--- src/rtl/dmem_master_if.sv ---
// Bus bundle between the CPU-side load/store port, the data RAM port and dmem_master.
// The master modport is the dmem_master's view; slave is the CPU/RAM side.
interface dmem_master_if;
    // CPU request channel
    logic        req_valid;
    logic        req_ready;
    logic        req_write;
    logic [63:0] req_addr;
    logic [63:0] req_wdata;

    // CPU response channel
    logic        resp_valid;
    logic        resp_ready;
    logic [63:0] resp_rdata;
    logic        resp_err;

    // Data RAM port
    logic [63:0] mem_address;
    logic        mem_read_en;
    logic        mem_write_en;
    logic [63:0] mem_data_in;
    logic [63:0] mem_out;

    modport master (
        input  req_valid, req_write, req_addr, req_wdata,
        output req_ready,
        output resp_valid, resp_rdata, resp_err,
        input  resp_ready,
        output mem_address, mem_read_en, mem_write_en, mem_data_in,
        input  mem_out
    );

    modport slave (
        output req_valid, req_write, req_addr, req_wdata,
        input  req_ready,
        input  resp_valid, resp_rdata, resp_err,
        output resp_ready,
        input  mem_address, mem_read_en, mem_write_en, mem_data_in,
        output mem_out
    );
endinterface

--- src/rtl/dmem_master.sv ---
// dmem_master: turns single CPU load/store requests into data RAM accesses.
// One transaction in flight at a time; every output comes straight from a flop.
// Next values for all registers are computed together in one combinational
// process so each output is registered alongside the state it belongs to.
module dmem_master #(
    parameter int DEPTH        = 32,
    parameter int READ_LATENCY = 1
) (
    input  logic                clk,
    input  logic                rst_n,
    dmem_master_if.master       bus,
    output logic [15:0]         txn_count
);

    typedef enum logic [1:0] {
        IDLE    = 2'd0,
        RD_WAIT = 2'd1,
        WR      = 2'd2,
        RESP    = 2'd3
    } state_t;

    localparam logic [63:0] DEPTH_W = 64'(DEPTH);
    localparam logic [1:0]  LAST_RD = 2'(READ_LATENCY - 1);

    state_t      state, state_next;
    logic [1:0]  rd_cnt, rd_cnt_next;

    logic        req_ready_q, req_ready_next;
    logic        resp_valid_q, resp_valid_next;
    logic        resp_err_q, resp_err_next;
    logic [63:0] resp_rdata_q, resp_rdata_next;
    logic [63:0] mem_address_q, mem_address_next;
    logic [63:0] mem_data_in_q, mem_data_in_next;
    logic        mem_read_en_q, mem_read_en_next;
    logic        mem_write_en_q, mem_write_en_next;
    logic [15:0] txn_count_q, txn_count_next;

    logic        handshake;

    assign handshake = (state == IDLE) && req_ready_q && bus.req_valid;

    // State and output registers; reset drops enables and any pending response at once
    always_ff @(posedge clk or negedge rst_n) begin
        if (!rst_n) begin
            state          <= IDLE;
            rd_cnt         <= 2'd0;
            req_ready_q    <= 1'b0;
            resp_valid_q   <= 1'b0;
            resp_err_q     <= 1'b0;
            resp_rdata_q   <= 64'd0;
            mem_address_q  <= 64'd0;
            mem_data_in_q  <= 64'd0;
            mem_read_en_q  <= 1'b0;
            mem_write_en_q <= 1'b0;
            txn_count_q    <= 16'd0;
        end else begin
            state          <= state_next;
            rd_cnt         <= rd_cnt_next;
            req_ready_q    <= req_ready_next;
            resp_valid_q   <= resp_valid_next;
            resp_err_q     <= resp_err_next;
            resp_rdata_q   <= resp_rdata_next;
            mem_address_q  <= mem_address_next;
            mem_data_in_q  <= mem_data_in_next;
            mem_read_en_q  <= mem_read_en_next;
            mem_write_en_q <= mem_write_en_next;
            txn_count_q    <= txn_count_next;
        end
    end

    // Next state and next register values; enables default low so they only pulse in RD_WAIT/WR
    always_comb begin
        state_next        = state;
        rd_cnt_next       = rd_cnt;
        req_ready_next    = req_ready_q;
        resp_valid_next   = resp_valid_q;
        resp_err_next     = resp_err_q;
        resp_rdata_next   = resp_rdata_q;
        mem_address_next  = mem_address_q;
        mem_data_in_next  = mem_data_in_q;
        mem_read_en_next  = 1'b0;
        mem_write_en_next = 1'b0;
        txn_count_next    = txn_count_q;

        case (state)
            IDLE: begin
                req_ready_next = 1'b1;
                if (handshake) begin
                    req_ready_next = 1'b0;
                    if (bus.req_addr >= DEPTH_W) begin
                        state_next      = RESP;
                        resp_valid_next = 1'b1;
                        resp_err_next   = 1'b1;
                        resp_rdata_next = 64'd0;
                    end else if (bus.req_write) begin
                        state_next        = WR;
                        mem_write_en_next = 1'b1;
                        mem_address_next  = bus.req_addr;
                        mem_data_in_next  = bus.req_wdata;
                    end else begin
                        state_next       = RD_WAIT;
                        mem_read_en_next = 1'b1;
                        mem_address_next = bus.req_addr;
                        rd_cnt_next      = 2'd0;
                    end
                end
            end

            RD_WAIT: begin
                if (rd_cnt == LAST_RD) begin
                    state_next      = RESP;
                    resp_valid_next = 1'b1;
                    resp_err_next   = 1'b0;
                    resp_rdata_next = bus.mem_out;
                end else begin
                    mem_read_en_next = 1'b1;
                    rd_cnt_next      = rd_cnt + 2'd1;
                end
            end

            WR: begin
                state_next      = RESP;
                resp_valid_next = 1'b1;
                resp_err_next   = 1'b0;
                resp_rdata_next = 64'd0;
            end

            RESP: begin
                if (bus.resp_ready) begin
                    state_next      = IDLE;
                    resp_valid_next = 1'b0;
                    resp_err_next   = 1'b0;
                    resp_rdata_next = 64'd0;
                    req_ready_next  = 1'b1;
                    txn_count_next  = txn_count_q + 16'd1;
                end
            end

            default: begin
                state_next = IDLE;
            end
        endcase
    end

    assign bus.req_ready    = req_ready_q;
    assign bus.resp_valid   = resp_valid_q;
    assign bus.resp_err     = resp_err_q;
    assign bus.resp_rdata   = resp_rdata_q;
    assign bus.mem_address  = mem_address_q;
    assign bus.mem_data_in  = mem_data_in_q;
    assign bus.mem_read_en  = mem_read_en_q;
    assign bus.mem_write_en = mem_write_en_q;
    assign txn_count        = txn_count_q;

endmodule

--- src/flat_wrapper.sv ---
// flat-port wrapper written by rule: the top's interface ports become plain ports
module dmem_master_flat 
#(
    parameter int DEPTH        = 32,
    parameter int READ_LATENCY = 1
)
  (clk, rst_n, txn_count, bus_req_valid, bus_req_write, bus_req_addr, bus_req_wdata, bus_req_ready, bus_resp_valid, bus_resp_rdata, bus_resp_err, bus_resp_ready, bus_mem_address, bus_mem_read_en, bus_mem_write_en, bus_mem_data_in, bus_mem_out);
  dmem_master_if bus_i ();
  input  logic clk;
  input  logic rst_n;
  output logic [15:0] txn_count;
  input wire logic [$bits(bus_i.req_valid)-1:0] bus_req_valid;
  input wire logic [$bits(bus_i.req_write)-1:0] bus_req_write;
  input wire logic [$bits(bus_i.req_addr)-1:0] bus_req_addr;
  input wire logic [$bits(bus_i.req_wdata)-1:0] bus_req_wdata;
  output wire logic [$bits(bus_i.req_ready)-1:0] bus_req_ready;
  output wire logic [$bits(bus_i.resp_valid)-1:0] bus_resp_valid;
  output wire logic [$bits(bus_i.resp_rdata)-1:0] bus_resp_rdata;
  output wire logic [$bits(bus_i.resp_err)-1:0] bus_resp_err;
  input wire logic [$bits(bus_i.resp_ready)-1:0] bus_resp_ready;
  output wire logic [$bits(bus_i.mem_address)-1:0] bus_mem_address;
  output wire logic [$bits(bus_i.mem_read_en)-1:0] bus_mem_read_en;
  output wire logic [$bits(bus_i.mem_write_en)-1:0] bus_mem_write_en;
  output wire logic [$bits(bus_i.mem_data_in)-1:0] bus_mem_data_in;
  input wire logic [$bits(bus_i.mem_out)-1:0] bus_mem_out;
  assign bus_i.req_valid = bus_req_valid;
  assign bus_i.req_write = bus_req_write;
  assign bus_i.req_addr = bus_req_addr;
  assign bus_i.req_wdata = bus_req_wdata;
  assign bus_req_ready = bus_i.req_ready;
  assign bus_resp_valid = bus_i.resp_valid;
  assign bus_resp_rdata = bus_i.resp_rdata;
  assign bus_resp_err = bus_i.resp_err;
  assign bus_i.resp_ready = bus_resp_ready;
  assign bus_mem_address = bus_i.mem_address;
  assign bus_mem_read_en = bus_i.mem_read_en;
  assign bus_mem_write_en = bus_i.mem_write_en;
  assign bus_mem_data_in = bus_i.mem_data_in;
  assign bus_i.mem_out = bus_mem_out;
  dmem_master #(.DEPTH(DEPTH), .READ_LATENCY(READ_LATENCY)) u_core (.clk(clk), .rst_n(rst_n), .bus(bus_i), .txn_count(txn_count));
endmodule
--- config.mk ---
export PLATFORM = sky130hd
export DESIGN_NAME = dmem_master_flat
export DESIGN_NICKNAME = d
export VERILOG_FILES = /design/src/rtl/dmem_master_if.sv /design/src/rtl/dmem_master.sv /design/src/flat_wrapper.sv
export SDC_FILE = /design/constraint.sdc
export NUM_CORES = 1
export LEC_CHECK = 0
export ABC_CLOCK_PERIOD_IN_PS = 3600
export CAP_MARGIN = 5
export CORE_AREA = 2 2 159 161
export DETAILED_ROUTE_END_ITERATION = 10
export DIE_AREA = 0 0 161 163
export GPL_ROUTABILITY_DRIVEN = 0
export PLACE_DENSITY = 0.7
export SLEW_MARGIN = 25
export SYNTH_ARGS = -nofsm -noshare
export SYNTH_HDL_FRONTEND = slang
export SYNTH_SLANG_ARGS = --single-unit
--- constraint.sdc ---
create_clock -name clk -period 3.6 [get_ports clk]
set_input_delay 0.72 -clock clk [delete_from_list [all_inputs] [get_ports clk]]
set_output_delay 0.72 -clock clk [all_outputs]
set_load 0.02 [all_outputs]
# Word level (Yosys, flattened, before mapping)
# Cells that the tools add are included.
[classes] n_addsub=2 multipliers=0 div=0 n_lt_le_gt_ge=1 eq_ne=10 shift=0 mux=35 bitwise_logic=1 n_reduce_logical=13
[op_table] cell="$mux W64" count=4
[op_table] cell="$pmux W64 S4" count=1
[op_table] cell="$ge A64 B6 Y1 const B" count=1
[op_table] cell="$mux W2" count=9
[op_table] cell="$add A16 B1 Y16 const B" count=1
[op_table] cell="$mux W1" count=15
[op_table] cell="$ne A2 B2 Y1 const B" count=5
[op_table] cell="$pmux W1 S4" count=2
[op_table] cell="$pmux W2 S4" count=1
[op_table] cell="$reduce_and A4 Y1" count=2
[op_table] cell="$reduce_and A3 Y1" count=2
[op_table] cell="$reduce_and A5 Y1" count=1
[op_table] cell="$eq A2 B2 Y1 const B" count=2
[op_table] cell="$logic_not A2 Y1" count=2
[op_table] cell="$ne A2 B1 Y1 const B" count=2
[op_table] cell="$pmux W1 S2" count=2
[op_table] cell="$pmux W2 S2" count=1
[op_table] cell="$reduce_and A2 Y1" count=2
[op_table] cell="$reduce_bool A2 Y1" count=2
[op_table] cell="$add A2 B1 Y2 const B" count=1
[op_table] cell="$eq A2 B1 Y1 const B" count=1
[op_table] cell="$logic_and A1 B1 Y1" count=2
[op_table] cell="$not A1 Y1" count=1
[word_totals] register_bits=217 latchBits=0 ram_bits=0 mem_bits_ro=0 input_bits=197 out_inout_bits=213 elab_cells=73 n_memories=0

# Depth between registers and ports, before layout
[depth] depth_word=5 ltp_mapped=11 ltp_nobuf=7

# Worst setup path before layout
# No wires, ideal clock.
[synth_timing] kind="input-to-reg" start="input port bus_req_addr[36]" end="register u_core.mem_address_q[4], in the netlist u_core.bus.mem_address[4]" setup_ns=0.128 t_arrival_ns=2.262 required_time_ns=3.472 path_slack_ns=1.211 stages=6 n_path_buf=2 cell_sequence="nor4_1 -> nand4_1 -> nor4_2 -> buf_2 -> buf_2 -> mux2_1"
[synth_via] elab_chain_len=3
[synth_rtl] element="start, declared" line="flat_wrapper.sv:14" rtl="input wire logic [$bits(bus_i.req_addr)-1:0] bus_req_addr;"
[synth_rtl] element="$ge A64 B6 Y1" line="dmem_master.sv:90" rtl="if (bus.req_addr >= DEPTH_W) begin"
[synth_rtl] element="$not A1 Y1 (no source line)"
[synth_rtl] element="$reduce_and A3 Y1 (no source line)"
[synth_rtl] element="end signal, assigned" line="dmem_master.sv:63" rtl="mem_address_q <= mem_address_next;"
[synth_rtl] element="end, declared" line="dmem_master.sv:32" rtl="logic [63:0] mem_address_q, mem_address_next;"
# No other way between the ends.
# A chain may end at the register's enable or synchronous reset.

# Final worst setup path
[layout_timing] start="input port bus_req_addr[47]" end="register u_core.mem_address_q[0], in the netlist u_core.bus.mem_address[0]"
# The elaborated chain is that of the path after synthesis.

==> results.md <==
- Slew margin rel.: 0.4932
- DRT iter0 DRCs: 296
- Seq. cell area: 5430 um^2
- Commonest cells after routing, fill and taps aside: 408 x clkdlybuf4s50_1, 217 x dfrtp_1, 139 x nand2_1
- Clock slew at the register clock pins of the worst setup and hold paths: 0.06 ns
- Critical register-to-register path endpoint: u_core.bus.mem_address[0]
- Setup slack of the worst register-to-register path: 1.14 ns
- Post-CTS Hold Buffers: 0
- Number of levels in the clock H-tree: 1
- Synth Flop Type: dfrtp_1
- Warnings, synthesis: 0
- Number of flip-flops and latches in the synthesized netlist: between 200 and 250
- Share of synthesized cell area in full adder, half adder and majority cells: 0.007436
- Max FO, Critical Path: between 50 and 60
- CP max stage cell: nor4_4
- CTS tree: yes
- Detailed-route vias per instance: 4.656
- Slew at the pin closest to its max-slew limit: ~0.76 ns
- Count of flip-flops with a built-in enable after synthesis: 0
- Detailed-route via count: 6728
- Setup repair after global routing missed its margin: false
- Clock sink count: 217
- Post-Route Skew: 0.02798 ns
- Ratio of final minimum period to clock period: 0.7590
- TNS Setup: 0 ns
- Number of top-level pins: 410
- Main combinational cell family by area after synthesis: simple AND/OR/NAND/NOR gates
- Final setup vio count: 0
- Complex-gate fraction of the synthesized area: 0.05815
- Logic depth of the worst register-to-register path: 7
- Total routing usage reported by global routing: 0.1924
- Highest clock frequency the design can meet: 366.0 MHz
- Num CTS Buffers: 24
- Origin of the critical flop-to-flop path: u_core.state[1]
- Clk Latency, worst-skew pair: 0.52 ns
- Final-report hold violation count: 0
- Xor/xnor share of the synthesized area: 0.01562
- PnR Total Power: 8353 uW
- Global-route wire length before repair: 39210 um
- Cell breakdown of the critical path: clkdlybuf4s50_1, nor4_1, nand4_1, nor4_4, buf_12, mux2_2
- Post-DP HPWL: 18690 um
- Standard-cell row count: 58
- Number of detailed-route iterations in the first pass: 4
- Max-capacitance violation count: 0
- Leading cell type in the layout, fill and taps excluded: clkdlybuf4s50_1
- Leftover overflow at the end of global routing: 0
- Simple-gate share of the synthesized area: 0.1438
- Maximum single-stage delay on the critical path: between 0.5 and 0.6 ns
- DIE WIDTH: 161 um
- Maximum clock insertion buffer count: 3
- Data required time of the critical path: 3.98 ns
- CP Capture Type: flip-flop
- Count of unique library cells instantiated by Yosys: 35
- Seq/Total Area, Yosys: 0.6454
- Share of layout cells above drive strength 1: 0.05510
- Number of buffer cells added on primary ports: approximately 410
- Min Clock Period, post-route: 2.732 ns
- Overall die height: 163 um
- Cells after DPL: 1396
- Pwr Density: just over 600 nW/um^2
- Number of non-filler instances in the completed layout: ~1.4k
- Post-Layout Inst Area: about 14000 um^2
- Post-Syn Area: 8413 um^2
- Master cell of the clock root buffer: clkbuf_16
- Core area: between 20000 and 25000 um^2
- Post-CTS Setup Bufs: 0
- Leakage: 0.006158 uW
- Path type of the worst setup path: in2reg
- Synthesized area divided by synthesized cell count: 12.23 um^2
- Via count of the first global-routing pass: 6787
- Wirelength, routed: 26100 um
- Fillers: between 2k and 2.5k
- Area Overhead vs Synth: 62.49%
- Cells after Synth: 688
- Hold crit path type: in2async
- Mux share of post-synthesis cell area: 0.09607
- Effective utilization at floorplan: 0.3410
- Initial antenna violation count: 8
- Die ar.: 26240 um^2
- Number of DRC violations after detailed routing: 0
- Startpoint class of the critical path: input port
- Share of synthesized flip-flops with an asynchronous set or reset: 1.000
- Avg WL per Cell: 18.06 um
- Final Max Slew Viols: 0
- Endpoint arrival time on the critical path: 3.11 ns
- Area of the multi-input gates: around 2700 um^2
- Result of the run: finished, final reports clean
- Worst IR drop on VDD: 0.5324 mV
- Placed cell area: between 10000 and 15000 um^2
- Final layout net count: 1294
- Largest net degree at the start of global routing: 75
- Share of the core filled with cells in the final layout: 0.5541
- Number of resized instances in the post-cts repair step: 0
- Net Count, Synth: 890
- Residual antenna-violating net count after detailed routing: 0
==> per-layer routing <==
layer / share of wire / GRT usage / up-vias
met3: 0.090 / 0.06544 / 43
met1: 0.39 / 0.2263 / 3247
met2: 0.50 / 0.3236 / 278
li1: - / - / 3160
met5: 0 / 0 / -
met4: 0.027 / 0.07955 / 0
==> critical path: cells and delay by family <==
family	cells	cell delay, ns
multiplexers	1	0.36
buffers and inverters	2	0.68
AND/OR/NAND/NOR	3	1.31
==> flip-flops by register name (all words and copies together) (netlist names), 2 cells and up <==
signal                  count
u_core.txn_count           16
u_core.bus.mem_address     64
u_core.bus.mem_data_in     64
u_core.state                2
u_core.rd_cnt               2
u_core.bus.resp_rdata      64
==> worst max-delay path by stage <==
| stage | from | end | slack (ns) | cells past startpoint |
|---|---|---|---|---|
| global route | bus_req_addr[47] | u_core.bus.mem_address[2] | 0.79 | 6 |
| global placement | bus_req_addr[47] | u_core.bus.mem_address[0] | 0.36 | 6 |
| CTS | bus_req_addr[47] | u_core.bus.mem_address[0] | 0.90 | 6 |
| detailed placement | bus_req_addr[47] | u_core.bus.mem_data_in[55] | 0.36 | 7 |
| floorplan | bus_req_addr[36] | u_core.bus.mem_address[4] | 1.21 | 6 |
| finish | bus_req_addr[47] | u_core.bus.mem_address[0] | 0.87 | 6 |
==> logic make-up after synthesis <==
family,after synthesis
AO/OA/AOI/OAI,77
adder cells (fa/ha/maj),5
buffers and inverters,51
flip-flops,217
AND/OR/NAND/NOR,251
XOR/XNOR,15
multiplexers,72
==> layout make-up <==
| cell class | count | area share |
|---|---|---|
| diodes | 8 | 0.001464 |
| flip-flops and latches | 217 | 0.3972 |
| inverters | 7 | 0.001922 |
| clock inverters | 6 | 0.005858 |
| multi-input cells | 420 | 0.1994 |
| well taps | 330 | 0.03020 |
| repair buffers | 422 | 0.3125 |
| clock buffers | 35 | 0.05144 |
==> Yosys cell counts (all sizes together), types with 2 or more instances <==
cell type  number  share of area
and3            2         0.0015
mux2           70          0.094
and4            2         0.0021
nor2b          59          0.044
nor4           17          0.014
nor2            8         0.0036
clkbuf         24          0.011
nand2b          4         0.0030
o22ai          65          0.048
dfrtp         217           0.65
o21ai           5         0.0030
nand2         140          0.063
xor2            4         0.0042
ha              5         0.0074
nand3           8         0.0048
xnor2          11          0.011
mux2i           2         0.0024
nand4           7         0.0052
inv             7         0.0031
nor3            2         0.0012
o21a            2         0.0018
buf            20          0.020
==> report_power, final <==
part | switching (uW) | internal [uW] | total, uW
Combinational | 1660 | 1210 | 2870
Sequential | 221 | 2810 | 3030
Clock | 969 | 1490 | 2460
==> metrics by stage <==
step                setup slack [ns]  hold WS, ns
floorplan                      1.211       0.4244
global placement              0.3575       0.4580
detailed placement            0.3558       0.4558
CTS                           0.8985       0.1908
global route                  0.7946       0.1941
finish                        0.8676       0.1635
Power figures use the tool's default switching activity.
==> RTL edit: new RTL, config.mk and constraints unchanged <==
Re-encode `state_t` (4 states) as one-hot, 4 bits wide.
--- a/src/rtl/dmem_master.sv
+++ b/src/rtl/dmem_master.sv
@@ -12,11 +12,11 @@
     output logic [15:0]         txn_count
 );
 
-    typedef enum logic [1:0] {
-        IDLE    = 2'd0,
-        RD_WAIT = 2'd1,
-        WR      = 2'd2,
-        RESP    = 2'd3
+    typedef enum logic [3:0] {
+        IDLE    = 4'b0001,
+        RD_WAIT = 4'b0010,
+        WR      = 4'b0100,
+        RESP    = 4'b1000
     } state_t;
 
     localparam logic [63:0] DEPTH_W = 64'(DEPTH);
Check against the original RTL: same outputs for any inputs over 4 cycles, from zero or initial values and one cycle with rst_n low; so few cycles prove little.
==> RTL edit against the unedited design <==
  * Area after synthesis grew 3.3%
  * Wire length shrank 9.4%
  * Non-clock buffer count grew 7
  * First-iteration DRC count grew 8.1%
  * Final area grew 2.7%
  * Sequential cell count grew 2
  * Setup slack lost 0.091 ns
  * Global-route usage shrank 1.6 points
  * Count of clock-buffer cells in the layout is the same
  * Critical endpoint is now u_core.bus.mem_data_in[24]$_DFFE_PN0P_
Power is not compared: it rests on default switching activity, and its combinational part moved more than twofold at a synthesized area within 25%.
==> RTL edit: results (changes against the unedited design) <==
stage,metric,value,unit,change
setup_path,critPathMaxFanout,13,,was 55
floorplanning,die-area,26200,um^2,unchanged
setup_path,endpoint,u_core.bus.mem_data_in[24]$_DFFE_PN0P_,,was u_core.bus.mem_address[0]$_DFFE_PN0P_
layout,diodes,0,,was 8
power,ir_drop,333,uV,
power,clk-power,0.00247,W,
timing,slew_headroom,0.473,,was 0.493
global_route,grt_usage,0.177,,was 0.192
layout,final_layout_size_suffix_gt1_frac,0.116,,was 0.0551
route,via_count,6499,,was 6728
global_route,antenna_found_initial,0,,was 8
power,leakagePower,6.21,nW,
setup_path,timing.rr.end,u_core.bus.resp_rdata[51]$_DFFE_PN0P_,,was u_core.bus.mem_address[0]$_DFFE_PN0P_
synth,synth_nets,882,,was 890
synth,ys_warn_count,0,,unchanged
global_route,grt_max_degree,104,,was 75
cts,post_cts.repair.setup_buffers,0,,unchanged
synth,synth_area_leaders,"dfrtp_1 63%, mux2_2 8.0%, mux2i_1 7.4%",,"was dfrtp_1 65%, mux2_1 8.7%, nand2_1 6.2%"
route,drt-initial-drc-count,320,,was 296
place,placed_cell_area,13200,um^2,was 12900 um^2
synth,synth_ff_type,dfrtp_1,,unchanged
synth,async_flop_share,1.00,,unchanged
status,status,"complete, no violations",,unchanged
place,preCtsSetupSlack,0.255,ns,was 0.356 ns
route,first_pass_iters,4,,unchanged
cts,clockBufferDepth,3,,unchanged
min_path,hold_path.class,in -> async,,unchanged
synth,ys_seq_area_frac,0.631,,was 0.645
cts,cts_hold_buf,0,,unchanged
global_route,grt_pass1_wl,37100,um,was 39200 um
synth,ys_types,40,,was 35
timing,fin_crit,2.82,ns,was 2.73 ns
cts,clock_latency,0.52,ns,about the same
cts,cts_resized,0,,unchanged
place,port_buffers,409,,unchanged
layout,finalNetCount,1306,,was 1294
synth,yosys-top-cells-count,"218 x dfrtp_1, 77 x inv_1, 71 x nand2_1, 64 x mux2i_1, 62 x mux2_2",,"was 217 x dfrtp_1, 139 x nand2_1, 65 x mux2_1, 65 x o22ai_1, 59 x nor2b_1"
cts,ctsHtreeMaxLevel,1,,unchanged
setup_path,arrival,3.21,ns,was 3.11 ns
cts,cts_buffers,24,,unchanged
setup_path,worstRegToRegCells,5,,was 7
setup_path,r2r_start,u_core.state[0]$_DFFE_PN1P_,,was u_core.state[1]$_DFFE_PN0P_
power,total_power,0.00606,W,
timing,fin_worst_skew,0.0170,ns,was 0.0280 ns
place,hpwlAfterDp,17500,um,was 18700 um
power,p_sw,0.00152,W,
setup_path,startpoint,bus_req_addr[33],,was bus_req_addr[47]
cts,clk_pin_slew,0.06,ns,about the same
cts,clockRootBuffer,clkbuf_16,,unchanged
setup_path,r2r_setup_slack,0.92,ns,was 1.14 ns
route,wl_per_cell,16.3,um,was 18.1 um
power,p_comb,0.00101,W,
global_route,grt_pass1_vias,6773,,was 6787
-- RTL edit: cell count changes after synthesis, sizes merged, moves of 10 or more --
cell,change
inv,+70
nand2,-68
o22ai,-64
mux2i,+62
and2,+61
nor2b,-59
clkbuf,-10
-- RTL edit: layer usage --
layer / wire (um) / up-vias / track usage
met5: 0 / - / 0
met3: 1780 / 45 / 0.0446
met4: 648 / 0 / 0.0593
li1: - / 3066 / -
met2: 11300 / 253 / 0.293
met1: 9870 / 3135 / 0.227
-- RTL edit: logic make-up (layout without fill, tap and decap cells) --
| family | Yosys count | count (layout) | synth area share |
|---|---|---|---|
| AOI/OAI and AO/OA | 13 | 13 | 0.0102 |
| xor gates and xnor gates | 17 | 17 | 0.0171 |
| adders and majority gates | 2 | 2 | 0.00288 |
| buffers and inverters | 108 | 550 | 0.0566 |
| DFF | 219 | 219 | 0.631 |
| muxes | 135 | 135 | 0.166 |
| and+or+nand+nor | 189 | 189 | 0.117 |
-- RTL edit: final cells by class --
class,count,area (um^2)
fillers,2085,10600
multi-input cells,356,2740
inverters,77,289
clock buffers,35,702
well taps,330,413
repair buffers,429,4300
flip-flops and latches,219,5480
clock inverters,9,109
-- RTL edit: through the flow --
stage / hold slack (ns) / instances
2_1_floorplan: 0.424 / 683
3_3_place_gp: 0.456 / 1411
3_5_place_dp: 0.457 / 1411
4_1_cts: 0.287 / 1455
5_1_grt: 0.304 / 1455
6_report: 0.245 / 1455
-- RTL edit: worst max-delay path, stage by stage --
cell             delay [ns]
clkdlybuf4s50_1        0.41
nor4_1                 0.40
nand4_1                0.26
nor4_4                 0.35
and3_2                 0.49
buf_4                  0.23
mux2_2                 0.34
